## config.mk

```make
export PLATFORM = sky130hd
export DESIGN_NAME = simon_host_bridge
export DESIGN_NICKNAME = d
export VERILOG_FILES = /design/src/rtl/simon_bridge_pkg.sv /design/src/rtl/simon_word_shifter.sv /design/src/rtl/simon_host_bridge.sv
export SDC_FILE = /design/constraint.sdc
export NUM_CORES = 1
export LEC_CHECK = 0
export ABC_AREA = 1
export CORE_AREA = 2 2 234 236
export CTS_CLUSTER_DIAMETER = 40
export CTS_CLUSTER_SIZE = 25
export DETAILED_ROUTE_END_ITERATION = 10
export DIE_AREA = 0 0 236 238
export PLACE_DENSITY = 0.7
export SETUP_SLACK_MARGIN = 0.2
export SYNTH_ARGS = -nofsm -noshare
export SYNTH_HDL_FRONTEND = slang
export SYNTH_SLANG_ARGS = --single-unit
```

## constraint.sdc

```tcl
create_clock -name clk -period 3 [get_ports clk]
set_input_delay 0.6 -clock clk [delete_from_list [all_inputs] [get_ports clk]]
set_output_delay 0.6 -clock clk [all_outputs]
set_load 0.02 [all_outputs]
```

## src/rtl/simon_bridge_pkg.sv

```systemverilog
// simon_bridge_pkg
// Shared definitions for the SIMON 128/256 host bridge:
//   - state_e   : bridge FSM states
//   - KW / BW   : host words per key / per block for the default geometry
//   - cnt_w()   : width of a word counter that must count to n-1
package simon_bridge_pkg;

  typedef enum logic [3:0] {
    IDLE,
    KCOL,
    KSEND,
    KWAIT,
    BCOL,
    BSEND,
    BWAIT,
    RACK,
    DRAIN
  } state_e;

  localparam int N_DEF = 64;
  localparam int M_DEF = 4;
  localparam int W_DEF = 32;
  localparam int KW    = (M_DEF * N_DEF) / W_DEF;
  localparam int BW    = (2 * N_DEF) / W_DEF;

  // A counter for n words needs at least one bit even when n == 1.
  function automatic int cnt_w(input int n);
    return (n <= 1) ? 1 : $clog2(n);
  endfunction

endpackage

```

## src/rtl/simon_word_shifter.sv

```systemverilog
// simon_word_shifter
// Right-shifting register of NW words of W bits with a word counter.
//   clk_i / rst_ni : clock, asynchronous active-low reset
//   push_i         : shift right, push_data_i enters at the top word
//   pop_i          : shift right, zero enters at the top word
//   load_i         : parallel load of load_data_i, counter cleared
//   data_o         : whole register (word 0 in the low bits)
//   last_o         : counter is on the final word of the frame
// After NW pushes the first word pushed sits at bits [W-1:0], so word k
// ends up at [k*W +: W]. After a parallel load, pops present word k at
// the bottom on the k-th step.
module simon_word_shifter
  import simon_bridge_pkg::*;
#(
  parameter int W  = 32,
  parameter int NW = 4,
  parameter int CW = cnt_w(NW)
) (
  input  logic            clk_i,
  input  logic            rst_ni,
  input  logic            push_i,
  input  logic [W-1:0]    push_data_i,
  input  logic            pop_i,
  input  logic            load_i,
  input  logic [W*NW-1:0] load_data_i,
  output logic [W*NW-1:0] data_o,
  output logic            last_o
);

  localparam int TOT = W * NW;

  logic [TOT-1:0] data_q, data_d, shifted;
  logic [CW-1:0]  cnt_q, cnt_d;
  logic [W-1:0]   fill;

  assign fill = push_i ? push_data_i : '0;

  generate
    if (NW == 1) begin : g_single
      assign shifted = fill;
    end else begin : g_multi
      assign shifted = {fill, data_q[TOT-1:W]};
    end
  endgenerate

  assign last_o = (cnt_q == CW'(NW - 1));
  assign data_o = data_q;

  always_comb begin
    data_d = data_q;
    cnt_d  = cnt_q;
    if (load_i) begin
      data_d = load_data_i;
      cnt_d  = '0;
    end else if (push_i || pop_i) begin
      data_d = shifted;
      cnt_d  = last_o ? '0 : cnt_q + CW'(1);
    end
  end

  always_ff @(posedge clk_i or negedge rst_ni) begin
    if (!rst_ni) begin
      data_q <= '0;
      cnt_q  <= '0;
    end else begin
      data_q <= data_d;
      cnt_q  <= cnt_d;
    end
  end

endmodule

```

## src/rtl/simon_host_bridge.sv

```systemverilog
// simon_host_bridge
// Host-side initiator for the SIMON 128/256 core handshake. Collects a
// W-bit host stream into a key (M*N bits) or a block (2*N bits), hands
// them to the core, and re-serialises the core result LSW first.
//   host in   : in_valid, in_ready, in_data, in_is_key, in_dec
//   host out  : out_valid, out_ready, out_data
//   status    : key_loaded, err (sticky until reset)
//   core side : newKey, newData, enc_dec, readData, KEY, blockIN,
//               loadKey, loadData, doneKey, doneData, outData
module simon_host_bridge
  import simon_bridge_pkg::*;
#(
  parameter int N    = 64,
  parameter int M    = 4,
  parameter int W    = 32,
  parameter int TOUT = 255,
  parameter int TB   = 8
) (
  input  logic           clk,
  input  logic           nR,
  input  logic           in_valid,
  output logic           in_ready,
  input  logic [W-1:0]   in_data,
  input  logic           in_is_key,
  input  logic           in_dec,
  output logic           out_valid,
  input  logic           out_ready,
  output logic [W-1:0]   out_data,
  output logic           key_loaded,
  output logic           err,
  output logic           newKey,
  output logic           newData,
  output logic           enc_dec,
  output logic           readData,
  output logic [M*N-1:0] KEY,
  output logic [2*N-1:0] blockIN,
  input  logic           loadKey,
  input  logic           loadData,
  input  logic           doneKey,
  input  logic           doneData,
  input  logic [2*N-1:0] outData
);

  localparam int KEY_WORDS = (M * N) / W;
  localparam int BLK_WORDS = (2 * N) / W;

  state_e        state_q;
  logic          run_q;
  logic          key_loaded_q;
  logic          err_q;
  logic          new_key_q;
  logic          new_data_q;
  logic          read_data_q;
  logic          enc_dec_q;
  logic [TB-1:0] wd_q;

  logic accept, key_push, blk_push, res_load, res_pop;
  logic key_last, blk_last, res_last;
  logic wd_expired;
  logic [2*N-1:0] res_data;
  logic unused_res_bits;

  // run_q keeps in_ready low while reset is held and for the first edge.
  always_comb begin
    in_ready = 1'b0;
    case (state_q)
      IDLE:       in_ready = run_q & ~(in_valid & ~in_is_key & ~key_loaded_q);
      KCOL, BCOL: in_ready = 1'b1;
      default:    in_ready = 1'b0;
    endcase
  end

  assign accept   = in_valid & in_ready;
  // Words with the wrong frame flag are consumed but never pushed.
  assign key_push = accept &  in_is_key & (state_q == IDLE || state_q == KCOL);
  assign blk_push = accept & ~in_is_key & (state_q == IDLE || state_q == BCOL);
  assign res_load = (state_q == BWAIT) & doneData;
  assign res_pop  = (state_q == DRAIN) & out_ready;

  assign wd_expired = (wd_q == TB'(TOUT - 1));

  simon_word_shifter #(.W(W), .NW(KEY_WORDS)) u_key_sh (
    .clk_i       (clk),
    .rst_ni      (nR),
    .push_i      (key_push),
    .push_data_i (in_data),
    .pop_i       (1'b0),
    .load_i      (1'b0),
    .load_data_i ('0),
    .data_o      (KEY),
    .last_o      (key_last)
  );

  simon_word_shifter #(.W(W), .NW(BLK_WORDS)) u_blk_sh (
    .clk_i       (clk),
    .rst_ni      (nR),
    .push_i      (blk_push),
    .push_data_i (in_data),
    .pop_i       (1'b0),
    .load_i      (1'b0),
    .load_data_i ('0),
    .data_o      (blockIN),
    .last_o      (blk_last)
  );

  simon_word_shifter #(.W(W), .NW(BLK_WORDS)) u_res_sh (
    .clk_i       (clk),
    .rst_ni      (nR),
    .push_i      (1'b0),
    .push_data_i ('0),
    .pop_i       (res_pop),
    .load_i      (res_load),
    .load_data_i (outData),
    .data_o      (res_data),
    .last_o      (res_last)
  );

  // Only the bottom word is ever presented; upper words reach it by popping.
  assign out_data        = res_data[W-1:0];
  assign unused_res_bits = ^res_data[2*N-1:W];

  always_ff @(posedge clk or negedge nR) begin
    if (!nR) begin
      state_q      <= IDLE;
      run_q        <= 1'b0;
      key_loaded_q <= 1'b0;
      err_q        <= 1'b0;
      new_key_q    <= 1'b0;
      new_data_q   <= 1'b0;
      read_data_q  <= 1'b0;
      enc_dec_q    <= 1'b0;
      wd_q         <= '0;
    end else begin
      run_q       <= 1'b1;
      new_key_q   <= 1'b0;
      new_data_q  <= 1'b0;
      read_data_q <= 1'b0;
      case (state_q)
        IDLE: begin
          if (accept) begin
            if (in_is_key) begin
              state_q <= key_last ? KSEND : KCOL;
            end else begin
              enc_dec_q <= ~in_dec;
              if (!blk_last) begin
                state_q <= BCOL;
              end else if (loadData) begin
                new_data_q <= 1'b1;
                wd_q       <= '0;
                state_q    <= BWAIT;
              end else begin
                state_q <= BSEND;
              end
            end
          end
        end
        KCOL: begin
          if (accept) begin
            if (!in_is_key) err_q <= 1'b1;
            else if (key_last) state_q <= KSEND;
          end
        end
        KSEND: begin
          if (loadKey) begin
            new_key_q <= 1'b1;
            wd_q      <= '0;
            state_q   <= KWAIT;
          end
        end
        KWAIT: begin
          if (doneKey) begin
            key_loaded_q <= 1'b1;
            state_q      <= IDLE;
          end else if (wd_expired) begin
            err_q        <= 1'b1;
            key_loaded_q <= 1'b0;
            state_q      <= IDLE;
          end else begin
            wd_q <= wd_q + TB'(1);
          end
        end
        BCOL: begin
          // The last block word launches newData straight away when the
          // core is already ready, giving one cycle from last word.
          if (accept) begin
            if (in_is_key) begin
              err_q <= 1'b1;
            end else if (blk_last) begin
              if (loadData) begin
                new_data_q <= 1'b1;
                wd_q       <= '0;
                state_q    <= BWAIT;
              end else begin
                state_q <= BSEND;
              end
            end
          end
        end
        BSEND: begin
          if (loadData) begin
            new_data_q <= 1'b1;
            wd_q       <= '0;
            state_q    <= BWAIT;
          end
        end
        BWAIT: begin
          if (doneData) begin
            read_data_q <= 1'b1;
            state_q     <= RACK;
          end else if (wd_expired) begin
            err_q   <= 1'b1;
            state_q <= IDLE;
          end else begin
            wd_q <= wd_q + TB'(1);
          end
        end
        RACK:    state_q <= DRAIN;
        DRAIN:   if (out_ready && res_last) state_q <= IDLE;
        default: state_q <= IDLE;
      endcase
    end
  end

  assign out_valid  = (state_q == DRAIN);
  assign key_loaded = key_loaded_q;
  assign err        = err_q;
  assign newKey     = new_key_q;
  assign newData    = new_data_q;
  assign readData   = read_data_q;
  assign enc_dec    = enc_dec_q;

endmodule

```

## Word-level counts from Yosys, hierarchy flattened

Index checks and enable logic that the tools add are counted.

| storage, ports and cells | value |
|---|---|
| register bits after elaboration | 538 |
| latch bits | 0 |
| RAM bits | 0 |
| memory bits (read-only) | 0 |
| input bits | 170 |
| output and inout bits | 424 |
| word-level logic and storage cells | 131 |
| memories kept | 0 |

| operators by class | value |
|---|---|
| add/sub/neg operators | 4 |
| multipliers | 0 |
| div/mod/pow operators | 0 |
| magnitude comparators | 0 |
| eq/ne operators | 29 |
| shift-type cells | 0 |
| muxes and demuxes | 54 |
| bitwise logic cells | 14 |
| reduce and logical (&&, ||, !) cells | 15 |

Operator list:

| kind | number |
|---|---|
| $mux 128 | 2 |
| $mux 8 | 8 |
| $mux 4 | 13 |
| $pmux 8 s5 | 1 |
| $pmux 4 s9 | 1 |
| $ne 2x2->1 const B | 14 |
| $mux 1 | 17 |
| $eq 4x3->1 const B | 4 |
| $mux 2 | 7 |
| $reduce_and 7->1 | 2 |
| $and 1x1->1 | 10 |
| $reduce_and 10->1 | 1 |
| $add 8x1->8 const B | 1 |
| $eq 4x2->1 const B | 2 |
| $eq 8x8->1 const B | 1 |
| $mux 3 | 2 |
| $ne 2x1->1 const B | 3 |
| $reduce_bool 5->1 | 1 |
| $add 2x1->2 const B | 2 |
| $eq 2x2->1 const B | 2 |
| $eq 4x1->1 const B | 1 |
| $eq 4x4->1 const B | 1 |
| $logic_not 4->1 | 1 |
| $not 1->1 | 4 |
| other kinds (11) | 15 |

## Depth between registers and ports, before layout

| logic depth | value |
|---|---|
| word-level depth | 9 |
| mapped depth | 12 |

## Cells and area by module

Synthesis repeated with hierarchy kept, for this count alone.

| second synthesis, totals | value |
|---|---|
| cells, all modules | 4,128 |
| area total of the unflattened synthesis | 28,378.5 um2 |

By module, submodules not included:

| module | times used | cells each | area an instance (um2) | seq. area each (um2) |
|---|---|---|---|---|
| simon_word_shifter at u_blk_sh ... | 2 | 982 | 6,747.7 | 3,253.1 |
| simon_word_shifter at u_key_sh | 1 | 1,954 | 13,461.7 | 6,481.2 |
| simon_host_bridge | 1 | 210 | 1,421.4 | 475.5 |

## Worst setup path before layout

No wires, ideal clock.

| timing | value |
|---|---|
| path kind | in2reg |
| from | in in_is_key |
| to | reg u_key_sh.data_q[234], in the netlist u_key_sh.data_o[234] |
| setup time | 117 ps |
| arrival | 1,820 ps |
| required time | 2,883 ps |
| slack | 1,063 ps |
| cell stages on the path | 12 |
| buffers on the path | 3 |
| cells stage by stage | buf_2 > nor2_1 > nand2_1 > nand2_1 > nand2_2 > nand2_4 > nor2_8 > nand2_4 > buf_4 > buf_2 > nand2_1 > nand2_1 |

| on the way | value |
|---|---|
| longest elaborated chain between the ends | 9 |

RTL lines:

| item | line | text |
|---|---|---|
| start: declaration | simon_host_bridge.sv:24 | `input logic in_is_key,` |
| $not 1->1 (no source line) | -- |  |
| $and 1x1->1 (2 in series) | simon_host_bridge.sv:67 | `IDLE: in_ready = run_q & ~(in_valid & ~in_is_key & ~key_loaded_q);` |
| $not 1->1 | simon_host_bridge.sv:67 |  |
| $and 1x1->1 | simon_host_bridge.sv:67 |  |
| $pmux 1 s2 | simon_host_bridge.sv:66 | `case (state_q)` |
| named net in_ready | simon_host_bridge.sv:22 | `output logic in_ready,` |
| $and 1x1->1 | simon_host_bridge.sv:73 | `assign accept = in_valid & in_ready;` |
| $and 1x1->1 (2 in series) | simon_host_bridge.sv:75 | `assign key_push = accept & in_is_key & (state_q == IDLE \|\| state_q == KCOL);` |
| end signal: assignment | simon_word_shifter.sv:66 | `data_q <= data_d;` |
| end: declaration | simon_word_shifter.sv:32 | `logic [TOT-1:0] data_q, data_d, shifted;` |

The timed path passes the listed nets, and every way through them passes these cells.
A chain may end at the register's enable or synchronous reset.

## Worst setup path in the final report

| timing | value |
|---|---|
| from | reg state_q[3] |
| to | out in_ready |

| on the way | value |
|---|---|
| longest elaborated chain between the ends | 3 |
| elaborated cells between the ends (all ways) | 5 |
| classes of those cells | eq/ne (2); mux (1); reduce/logical (2) |

RTL lines:

| item | line | text |
|---|---|---|
| start: declaration | simon_host_bridge.sv:47 | `state_e state_q;` |
| start signal: assignment | simon_host_bridge.sv:142 | `state_q <= key_last ? KSEND : KCOL;` |
| $eq 4x1->1 or $eq 4x3->1 (tied branches) | simon_host_bridge.sv:66 |  |
| $reduce_or 2->1 | simon_host_bridge.sv:66 |  |
| $pmux 1 s2 * | simon_host_bridge.sv:66 |  |
| end: declaration | simon_host_bridge.sv:22 |  |

Mark *: on every way between the ends. The rest lies on a longest branch, timed or not.

==> metrics.md <==
| Metric | Value |
|---|---|
| Result of the run | finished clean |
| Yosys warning count | 0 |
| CTS buffer count | 79 |
| Utilization after layout | about three fifths |
| Total Wirelength | between 70 and 80 mm |
| Critical-path cell with the highest stage delay | sky130_fd_sc_hd__dfrtp_1 |
| Setup slack of the worst register-to-register path | roughly 0.45 ns |
| Post-route clock period utilization | between 80 and 90% |
| Maxcap violations | 0 |
| Filler cells | ~4,500 |
| Number of antenna violations at the first check in global routing | 9 |
| Register clock-pin slew on the reported worst setup and hold paths | ~0.060 ns |
| Type of destination of the critical path | output port |
| Die Outline Area | approximately 56,000 um^2 |
| Total routing usage reported by global routing | a little over a quarter |
| Required time reported for the critical path endpoint | roughly 2.4 ns |
| Worst R2R Start | state_q[3]$_DFFE_PN0P_ |
| Cell leakage power | approximately 16 nW |
| Post-detailed-route DRC marker count | 0 |
| Setup skew after layout | approximately 0.03 ns |
| Combined area of all synthesized cells | roughly 22,000 um^2 |
| Sw Share | between 30% and 40% |
| Total of flip-flops plus latches after synthesis | between 500 and 600 |
| DIE HEIGHT | roughly 240 um |
| Data arrival time of the worst path | roughly 2.1 ns |
| Cell repeated most along the worst path | sky130_fd_sc_hd__nor2_2 |
| Maximum number of pins on one net before global-route repair | just over 200 |
| Headroom to the max-slew limit | between 20% and 30% |
| Cells traversed along the worst timing path | inv_2 -> nand2_1 -> nor2_2 -> nor2_2 -> nand2_2 -> dlygate4sd2_1 |
| Initial Util | approximately two fifths |
| RSZ-0062 raised after global routing | no |
| Net Sw Power | around 14 mW |
| Final hold violations | 0 |
| Start point of the worst min-delay path | u_blk_sh.data_o[4]$_DFFE_PN0P_ |
| Final critical-path required period | between 2 and 3 ns |
| Clock power share | 27.4% |
| Placer's final routability congestion estimate | approximately 0.89 |
| Fraction of layout instances using a drive strength above 1 | 6.86% |
| Max Freq | about 0.37 GHz |
| Detail-routed net length per standard cell | approximately 20 um |
| Most used DFF post-synth | sky130_fd_sc_hd__dfrtp_1 |
| Via Count | roughly 20,000 |
| Gate count of the mapped netlist | between 2,000 and 3,000 |
| Worst slew pin tran | about 1.1 ns |
| Bufs on Longest Clock Path | 3 |
| Total count of max-transition violations in the final report | 0 |
| Port buffer count | about 590 |
| Startpoint type of the worst setup path | flip-flop |
| Kind of path behind the tightest hold check | reg -> reg |
| Register cell area after layout | 13,500 um^2 |
| Count of final setup violators | 0 |
| Register area share after synthesis | around 60% |
| TritonCTS clock tree | yes |
| DRC violation total after the first TritonRoute iteration | ~1,600 |
| Cell taking the most area after synthesis | sky130_fd_sc_hd__dfrtp_1 |
| Fraction of post-synthesis cell area in the top cell type by area | 60.5% |
| Source-to-sink clock delay at the later pin of the worst-skew pair | slightly above 0.6 ns |
| Net Count, Synth | 2,690 |
| Count of nets after finishing | 3,218 |
| Post-DP HPWL | between 50 and 60 mm |
| Top-level I/O count | just under 600 |
| Number of global-route vias before repair | slightly below 20,000 |
| Pwr per Cell Area | approximately 1200 nW/um^2 |
| Crit path largest cell delay | approximately 0.43 ns |
| Core area | between 50,000 and 60,000 um^2 |
| Vias per cell | 5.18 |
| Number of search-and-repair iterations in the first detailed-routing pass | 6 |
| Critical path type | reg -> out |
| Fin Setup TNS | 0 ns |
| Area contributors post-synth | sky130_fd_sc_hd__dfrtp_1 (60%), sky130_fd_sc_hd__nand2_1 (18%), sky130_fd_sc_hd__nand3_1 (9.8%) |
| Root Buffer Master | sky130_fd_sc_hd__clkbuf_16 |
| EDFF count, synth | 0 |
| Die outline width | ~240 um |
| Final Total Pwr | between 30 and 40 mW |
| DP Cell Count | 3,656 |
| Top fanout value on the critical path | 5 |
| Worst setup startpoint | state_q[3]$_DFFE_PN0P_ |
| Combinational power share | 38.1% |
| Top cells by instance count after synthesis | sky130_fd_sc_hd__nand2_1 (1,063), sky130_fd_sc_hd__dfrtp_1 (538), sky130_fd_sc_hd__nand3_1 (437) |
| Most common cell in the netlist | sky130_fd_sc_hd__nand2_1 |
| Combined area of the multi-input logic cells | 7410 um^2 |
| Internal power of the cells | around 22 mW |
| GRT overflow | 0 |
| Signed area change from the synthesized netlist to the final layout | 42.1% |
| Global-route wire length before repair | between 100 and 150 mm |
| Setup Buffers After CTS | 0 |
| Maximum level of the CTS H-tree | 3 |
| Fraction of synthesis flops using an asynchronous set or reset pin | 100% |
| Syn_area_per_cell | a little under 9 um^2 |
| Final cell count without fillers | between 3,000 and 4,000 |
| Count of different cell masters after synthesis | 32 |
| Count of nets left with antenna violations after detail routing | 0 |
| # clock sinks | roughly 540 |
| Max rail drop VDD | between 0.7 and 0.8 mV |
| Row count | between 80 and 90 |
| Share of power burned in registers | about 35% |
==> final cells by class <==
class,instances,share of cell area [%]
Inverter,100,1.20
Sequential cell,538,42.6
Tap cell,696,2.75
Clock inverter,55,2.27
Antenna cell,7,0.0554
Multi-Input combinational cell,1680,23.4
Timing Repair Buffer,643,20.8
Clock buffer,91,6.85
==> path summary, 6_finish.rpt <==
check	end	cells past startpoint
min	u_blk_sh.data_o[4]$_DFFE_PN0P_	2
min in group asynchronous	u_key_sh.data_o[32]$_DFFE_PN0P_	2
max reg2reg	u_key_sh.data_o[128]$_DFFE_PN0P_	6
max	in_ready	6
min reg2reg	u_blk_sh.data_o[4]$_DFFE_PN0P_	2
max in group asynchronous	u_key_sh.data_o[181]$_DFFE_PN0P_	3
==> sequential cells by signal, indices dropped and copies added (netlist names) <==
name             cells
key_loaded           1
u_res_sh.cnt_q       2
u_blk_sh.data_o    128
u_blk_sh.cnt_q       2
newData              1
err                  1
state_q              4
newKey               1
u_key_sh.data_o    256
enc_dec              1
u_key_sh.cnt_q       3
wd_q                 8
readData             1
u_res_sh.data_o    128
run_q                1
==> placed cells by master, fill, tap and decap left out, drive strengths merged <==
master / count
nor3b: 1
bufinv: 11
and3: 1
clkbuf: 91
inv: 119
diode: 7
clkinvlp: 7
a22o: 1
dfrtp: 538
dlygate4sd3: 1
nand4: 4
o21bai: 1
nor3: 4
conb: 1
a21oi: 7
o21ai: 44
ha: 6
nand3: 437
or2: 2
a21o: 1
dlygate4sd2: 2
o22ai: 1
o221ai: 38
clkdlybuf4s50: 590
nand2: 1067
buf: 50
nor2: 29
o211ai: 33
clkinv: 18
o31ai: 2
==> through the flow <==
stage / hold WS, ns / setup WS (ns) / cell area [um^2]
6_report: 0.471 / 0.309 / 31600
4_1_cts: 0.473 / 0.280 / 31600
3_3_place_gp: 0.448 / 0.292 / 28700
3_5_place_dp: 0.459 / 0.316 / 28700
5_1_grt: 0.490 / 0.202 / 31600
2_1_floorplan: 0.304 / 1.06 / 22300
==> critical path, delay by kind of cell (launching register included) <==
family                 cells  cell delay (ns)
buffers and inverters      2             0.46
flip-flops                 1             0.43
AND/OR/NAND/NOR            4             0.60
==> metal layers <==
metal | global-route usage (%) | vias up | part of all wire (%)
met5 | 0 | - | 0
met4 | 12.3 | 0 | 4.0
met3 | 8.95 | 135 | 9.4
met2 | 42.4 | 804 | 46
met1 | 34.4 | 9622 | 40
li1 | - | 9180 | -
==> power by group through the flow <==
stage          Clock, mW  Sequential, mW  Combinational, mW
4_1_cts             10.1            12.6               13.9
3_3_place_gp           0            12.5               13.7
3_5_place_dp           0            12.6               13.9
6_report            9.97            12.6               13.9
5_1_grt             10.4            12.9               15.0
2_1_floorplan          0            14.3               5.14
==> kinds of logic (layout without fill, tap and decap cells) <==
family,count (synthesis),after routing,share of synthesized area [%]
simple gates,1545,1545,28.9
flops,538,538,60.5
buf+inv,296,889,6.31
compound gates,128,128,3.96
fa+ha+maj,6,6,0.337
other cells,1,8,0.0169
==> timing repair <==
action | 4_1_cts | 5_1_grt
gates resized for setup | 2 | 0
hold buffers | 1 | 0
setup endpoints to repair | 2 | 0
endpoints found under the hold margin | 44 | 0
Power figures use the tool's default switching activity.
==> edit (config.mk and constraints unchanged) <==
The 9 states of `state_e` get a one-hot encoding in 9 bits.
--- a/src/rtl/simon_bridge_pkg.sv
+++ b/src/rtl/simon_bridge_pkg.sv
@@ -7,12 +7,12 @@
 
-  typedef enum logic [3:0] {
-    IDLE,
-    KCOL,
-    KSEND,
-    KWAIT,
-    BCOL,
-    BSEND,
-    BWAIT,
-    RACK,
-    DRAIN
+  typedef enum logic [8:0] {
+    IDLE  = 9'b000000001,
+    KCOL  = 9'b000000010,
+    KSEND = 9'b000000100,
+    KWAIT = 9'b000001000,
+    BCOL  = 9'b000010000,
+    BSEND = 9'b000100000,
+    BWAIT = 9'b001000000,
+    RACK  = 9'b010000000,
+    DRAIN = 9'b100000000
   } state_e;
Behaviour: no difference found for any inputs over 4 cycles, from zero or initial values; so few cycles prove little.
==> edit against the original RTL <==
  * Design area down 1.3%
  * First-iteration DRC count down 27%
  * Synthesized area down 3.2%
  * Routed wire length down 7.4%
  * Utilization down 0.78 points
  * Power up 2.2%
  * Critical endpoint unchanged
  * Global-route usage down 2.3 points
  * Setup slack worse by 8.6 ps
  * Highest routed layer is now met5
  * Sequential cell count up 5
  * Sequential share of layout area up 0.97 points
  * Die area unchanged
  * Count of clock-buffer cells in the layout down 3
==> edit: results (changes against the original RTL) <==
stage	metric	value	unit	change
global_route	Total Routing Usage GR	24.8	%	-2.3 points
finish	fillers	4494		-0.44%
global_route	largest net degree at the start of global routing	97		-52%
power	P_sw	14300	uW	-0.66%
power	Power Clock	9840	uW	-1%
synth	Netlist cell types	34		+6.3%
detailed_routing	routed len/inst	19.4	um	-3.3%
sta	worst setup slack after layout	300	ps	-8.63 ps
worst_hold_path	hold path start	u_key_sh.data_o[11]		
setup_path	Reg2Reg Capture Point	wd_q[0]		
setup_path	Slowest-stage cell, CP	dfstp_2		
synth	Post-Synthesis Cells	2306		-8.3%
detailed_routing	Total Wirelength	70.8	mm	-7.4%
place	Post-DP Area	0.0283	mm2	-1.4%
place	gpl congestion	0.912		+2.3%
sta	Worst-Margin Slew	688	ps	-423 ps
global_route	initial antenna violation count	12		+3
sta	clock skew	25.9	ps	-3.63 ps
status	run status	finished clean		
power	Static Leakage	0.0147	uW	-5.5%
synth	Seq/Total Area, Yosys	63.1	%	+2.6 points
global_route	first-pass GRT wire length	107	mm	-9.6%
global_route	vias in the first global route	17800		-9.7%
clock_network	Num CTS Buffers	80		+1.3%
detailed_routing	First-pass DRT Iterations	5		-1
place	post-place setup slack	202	ps	-114 ps
worst_hold_path	Hold EP	u_key_sh.data_o[11]		
power	VDD IR max	764	uV	+6.0%
synth	top cells by area, synth	dfrtp_1 (63%), nand2_1 (11%), o21ai_0 (7.6%)		
setup_path	slowest stage delay, CP	570	ps	+140 ps
setup_path	reg2reg start	state_q[1]		
place	Placed Cells incl. Taps	3492		-4.5%
setup_path	CP max FO	7		+2
setup_path	reg2reg path depth	12		+6
place	Detail Placement HPWL	51.9	mm	-3.0%
synth	post-synth net total	2482		-7.7%
setup_path	Worst Setup SP	state_q[0]		
sta	worst hold slack	474	ps	+3.09 ps
finish	Nets	3055		-5.1%
synth	Post-synth top cells	nand2_1 (643), dfrtp_1 (542), o21ai_0 (328)		
detailed_routing	number of DRC markers in iteration 0	1153		-27%
## edit: per-layer routing
layer | up-vias | part of all wire [%] | GRT usage [%]
met5 | - | 0.088 | 0
met4 | 10 | 3.9 | 11.0
met3 | 141 | 8.8 | 8.35
met2 | 628 | 48 | 41.0
met1 | 8608 | 39 | 29.6
li1 | 8540 | - | -
## edit: area by class of cell
class                           instances  area, um2  share of cell area, %
Clock buffer                           88       2120                   6.81
Sequential cell                       543      13600                   43.6
Inverter                              277       1050                   3.36
Timing Repair Buffer                  649       6660                   21.4
Multi-Input combinational cell       1328       6140                   19.7
Clock inverter                         60        747                   2.39
Tap cell                              696        871                   2.79
Antenna cell                            7       17.5                 0.0561
## edit: cell families (layout without fill, tap and decap cells)
logic type      Yosys count  in the layout  synth area share [%]
fa+ha+maj                 6              6                 0.348
compound gates          572            572                  14.4
xor+xnor                  2              2                0.0813
buf+inv                 435           1074                  8.47
flops                   543            543                  63.1
other cells               1              8                0.0174
simple gates            747            747                  13.6
